## src/rtl/hilo_pipe.sv

```systemverilog
// hilo_pipe: HI/LO holder with M/W write slots, EX forwarding and divider handshake; HILO_BYPASS_EN enables forwarding
module hilo_pipe #(
  parameter int DATA_W = 32
) (
  input  logic              clk,
  input  logic              resetn,
  input  logic [2:0]        flag1_e,
  input  logic [2:0]        flag2_e,
  input  logic              is_div_e,
  input  logic [DATA_W-1:0] hi_wdata_e,
  input  logic [DATA_W-1:0] lo_wdata_e,
  input  logic              div_done,
  input  logic              stall_i,
  input  logic              flush_i,
  output logic [DATA_W-1:0] hi_e,
  output logic [DATA_W-1:0] lo_e,
  output logic [DATA_W-1:0] hi_o,
  output logic [DATA_W-1:0] lo_o,
  output logic              div_start,
  output logic              div_abort,
  output logic              stall_o
);
  typedef enum logic [1:0] {IDLE, BUSY, DONE} state_t;
  state_t state, state_nx;
  logic m_v, w_v;
  logic [1:0] m_mask, w_mask;
  logic [DATA_W-1:0] m_hi, m_lo, w_hi, w_lo, hi_r, lo_r;
  logic adv, enter, fsm_stall, hazard;
  assign adv = !stall_i;
  assign enter = flag2_e[2] && !flush_i && !stall_o;
  assign hi_o = hi_r;
  assign lo_o = lo_r;
  assign stall_o = fsm_stall || hazard;
  // M/W write slots shift on advance; W commits into architectural HI/LO
  always_ff @(posedge clk or negedge resetn) begin
    if (!resetn) begin
      m_v <= 1'b0;
      m_mask <= '0;
      m_hi <= '0;
      m_lo <= '0;
      w_v <= 1'b0;
      w_mask <= '0;
      w_hi <= '0;
      w_lo <= '0;
      hi_r <= '0;
      lo_r <= '0;
    end else if (adv) begin
      w_v <= m_v;
      w_mask <= m_mask;
      w_hi <= m_hi;
      w_lo <= m_lo;
      m_v <= enter;
      m_mask <= flag2_e[1:0];
      m_hi <= hi_wdata_e;
      m_lo <= lo_wdata_e;
      if (w_v && w_mask[1]) hi_r <= w_hi;
      if (w_v && w_mask[0]) lo_r <= w_lo;
    end
  end
  // divider state register
  always_ff @(posedge clk or negedge resetn) begin
    if (!resetn) state <= IDLE;
    else state <= state_nx;
  end
  // divider sequencing: launch from IDLE, wait in BUSY, release the held DIV in DONE
  always_comb begin
    state_nx = state;
    div_start = 1'b0;
    div_abort = 1'b0;
    fsm_stall = 1'b0;
    case (state)
      IDLE: if (flag2_e[2] && is_div_e && !flush_i && !stall_i) begin
        div_start = 1'b1;
        fsm_stall = 1'b1;
        state_nx = BUSY;
      end
      BUSY: begin
        fsm_stall = 1'b1;
        div_abort = flush_i;
        state_nx = flush_i ? IDLE : div_done ? DONE : BUSY;
      end
      DONE: state_nx = adv ? IDLE : DONE;
      default: state_nx = IDLE;
    endcase
  end
`ifdef HILO_BYPASS_EN
  // newest in-flight write wins per half, then the architectural value
  always_comb begin
    hazard = 1'b0;
    hi_e = (m_v && m_mask[1]) ? m_hi : (w_v && w_mask[1]) ? w_hi : hi_r;
    lo_e = (m_v && m_mask[0]) ? m_lo : (w_v && w_mask[0]) ? w_lo : lo_r;
  end
`else
  // no forwarding: reads of a half with a pending write stall until it commits
  always_comb begin
    hazard = flag1_e[2] && ((m_v && |(m_mask & flag1_e[1:0])) || (w_v && |(w_mask & flag1_e[1:0])));
    hi_e = hi_r;
    lo_e = lo_r;
  end
`endif
endmodule

```

## config.mk

```make
export PLATFORM = sky130hd
export DESIGN_NAME = hilo_pipe
export DESIGN_NICKNAME = d
export VERILOG_FILES = /design/src/rtl/hilo_pipe.sv
export SDC_FILE = /design/constraint.sdc
export NUM_CORES = 1
export LEC_CHECK = 0
export BUFFER_PORTS_ARGS = -buffer_cell sky130_fd_sc_hd__buf_4
export CAP_MARGIN = 40
export CORE_MARGIN = 3
export CORE_UTILIZATION = 45
export CTS_BUF_LIST = sky130_fd_sc_hd__clkbuf_8 sky130_fd_sc_hd__clkbuf_16
export CTS_CLUSTER_DIAMETER = 120
export DETAILED_ROUTE_END_ITERATION = 6
export GPL_TIMING_DRIVEN = 0
export MAX_ROUTING_LAYER = met4
export PLACE_DENSITY = 0.78
export SLEW_MARGIN = 10
export SYNTH_ARGS = -nofsm -noshare
export SYNTH_HDL_FRONTEND = slang
export SYNTH_SLANG_ARGS = --single-unit
```

## constraint.sdc

```tcl
create_clock -name clk -period 2.8 [get_ports clk]
set_clock_uncertainty 0.15 [all_clocks]
set_input_delay 0.56 -clock clk [delete_from_list [all_inputs] [get_ports clk]]
set_output_delay 0.56 -clock clk [all_outputs]
set_load 0.005 [all_outputs]
```

==> summary.md <==
| Metric | Value |
|---|---|
| Sequential-to-total area share from yosys stat | `0.628` |
| CTS clk-pin slew, worst paths | `80 ps` |
| Final setup TNS | `0 ps` |
| CP Capture Type | `output port` |
| Post-synth top area share | `0.628` |
| Clock tree sinks | `200` |
| FF-to-FF path depth | `4` |
| Fin crit share | `0.876` |
| Worst-skew pair later-pin latency | `430 ps` |
| Kind of critical path | `flop to output port` |
| Vias in the first global route | `5,121` |
| DR iter-0 viols | `162` |
| Core area | `17,300 um^2` |
| Unrepaired setup endpoints after global routing | `no` |
| Clk pwr share | `0.251` |
| Routed Antenna Nets | `0` |
| Critical path's top delay family | `flip-flops` |
| PnR worst setup slack | `347 ps` |
| Cts repair resizes | `0` |
| Mapped Cells | `507` |
| Crit-path slowest cell | `dfrtp_1` |
| Post-Place Worst Slack | `376 ps` |
| Fillers | `1,393` |
| Failing checks | `negative hold slack` |
| Clock root buffer | `clkbuf_16` |
| Vias per cell | `4.84` |
| WHS | `-10.0 ps` |
| Final HPWL DP | `11,800 um` |
| Total CTS buffers | `17` |
| Initial core utilization | `0.461` |
| NetSw | `2.56 mW` |
| Startpoint Class | `flop` |
| Grt ovf | `0` |
| Boundary Pins | `207` |
| Critical Path RT | `2090 ps` |
| Post-CTS setup buffers | `0` |
| Max Slew Vio Count | `0` |
| Nets@finish | `809` |
| Mean Syn Cell Area | `15.7 um^2` |
| Arr. time, crit path | `1740 ps` |
| Post-Place Cells | `939` |
| Worst slew margin | `0.505` |
| Post-Syn Nets | `583` |
| Worst path depth | `4` |
| Worst IR Drop VDD | `420 uV` |
| Hold buffers post-CTS | `0` |
| Chip Width | `139 um` |
| Status | `complete, but fails checks` |
| Least-Margin Pin Slew | `742 ps` |
| CP Max Fanout | `3` |
| Initial antenna violation count | `0` |
| Drt drc | `0` |
| Antenna cell count | `0` |
| DR pass1 iterations | `7` |
| Synth area leader | `dfrtp_1` |
| Share of post-route cells with drive strength above 1 | `0.697` |
| Non-Filler Instances | `971` |
| Routed WL | `16,300 um` |
| Final setup viols | `0` |
| Finished layout cell area | `10,400 um^2` |
| Sw Share | `0.265` |
| Crit path cell chain | `a22oi_1, o22ai_1, or3_1, buf_4` |
| Buf/Inv on CP | `1` |
| Flops & latches, synth | `200` |
| Gate power share | `0.322` |
| Period minus WS final | `2450 ps` |
| Gpl congestion | `0.766` |
| Syn-to-layout area delta | `30.9%` |
| Internal Power | `7.10 mW` |
| Netlist cell types | `20` |
| CTS Buffer Depth | `2` |
| FP Rows | `48` |
| Htree depth | `4` |
| Hold Path Class | `input pin to async pin` |
| All-Layer GR Usage | `0.177` |
| First-pass GRT wire length | `26,600 um` |
| Util after Layout | `0.603` |
| Power Density | `926 nW/um^2` |
| Yosys warns | `0` |
| Max-Cap Viols | `0` |
| Die H | `139 um` |
| Pin count of the biggest net entering global routing | `102` |
| Synth area leaders | `dfrtp_1, mux2_2, buf_4` |
| Routed via count | `4,700` |
| Max stage delay on crit path | `420 ps` |
| F_max | `408 MHz` |
| Fin. Hold Viols | `5` |
| Die area | `19,300 um^2` |
| CTS tree | `done` |
| Power share of the sequential group | `0.427` |
| Placed Area | `9830 um^2` |
| Drt wl/cell | `16.7 um` |
| Pwr Total | `9.66 mW` |
| Pleak | `5.01 nW` |
| Input/output buffers | `206` |
| Post-synthesis cell area | `7970 um^2` |
-- cell usage in the layout (no fill, tap or decap), types with 2 or more instances in the layout --
cell type	n
nand2_1	4
o21ai_0	3
mux2_2	193
nor3_1	2
clkinv_4	5
buf_4	273
inv_8	3
a22oi_1	2
nor2_1	2
dfrtp_1	200
mux2_1	5
clkbuf_16	17
buf_2	17
nand2_2	2
inv_6	4
-- metal layers --
layer	up-vias	GRT usage	wire length [um]
li1	2157	-	-
met1	2402	0.209	6530
met2	126	0.306	8810
met3	15	0.0369	740
met4	0	0.0587	172
met5	-	-	0
-- flip-flops by register name, summed over array words and instances, names as in the netlist, 2 cells and up --
| signal | count |
|---|---|
| state | 2 |
| hi_e | 32 |
| m_mask | 2 |
| w_lo | 32 |
| m_hi | 32 |
| m_lo | 32 |
| lo_e | 32 |
| w_hi | 32 |
| w_mask | 2 |
-- power groups by stage --
| stage | combinational [mW] | clock, mW | sequential, mW |
|---|---|---|---|
| finish | 3.11 | 2.43 | 4.13 |
| global route | 3.35 | 2.63 | 4.24 |
| CTS | 3.18 | 2.51 | 4.14 |
| detailed placement | 3.16 | 0 | 4.18 |
| global placement | 3.08 | 0 | 4.12 |
| floorplan | 1.40 | 0 | 4.07 |
-- synth_stat cells --
cell	n
a22oi_1	2
and2_1	1
buf_2	17
buf_4	68
dfrtp_1	200
mux2_1	5
mux2_2	193
nand2_1	4
nand2_2	2
nand3_1	1
nand3b_1	1
nor2_1	2
nor2b_1	1
nor2b_4	1
nor3_1	2
nor3b_1	1
nor4_1	1
o21ai_0	3
o22ai_1	1
or3_1	1
-- kinds of logic (layout without fill, tap and decap cells) --
| kind of cell | after synthesis | count (layout) | synth area share |
|---|---|---|---|
| buf+inv | 85 | 324 | 0.0747 |
| compound gates | 6 | 6 | 0.00455 |
| simple gates | 18 | 18 | 0.0130 |
| flops | 200 | 200 | 0.628 |
| mux | 198 | 198 | 0.280 |
-- cell type report --
| cell class | count | area (um^2) | share of cell area |
|---|---|---|---|
| Buffer | 85 | 596 | 0.0571 |
| Multi-Input combinational cell | 222 | 2370 | 0.227 |
| Timing Repair Buffer | 207 | 1580 | 0.152 |
| Clock inverter | 14 | 159 | 0.0152 |
| Sequential cell | 200 | 5000 | 0.480 |
| Clock buffer | 18 | 439 | 0.0421 |
| Tap cell | 225 | 282 | 0.0270 |
-- final timing paths --
check	startpoint	end	slack [ps]
worst max-delay path	w_mask[0]	stall_o	350
worst min-delay path	resetn	hi_e[29]	-10
worst max register to register	w_v	lo_e[29]	1150
worst min register to register	w_hi[17]	hi_e[17]	340
max in group asynchronous	resetn	m_hi[2]	1560
min in group clk	flush_i	state[0]	190
(Power assumes the default switching activity.)
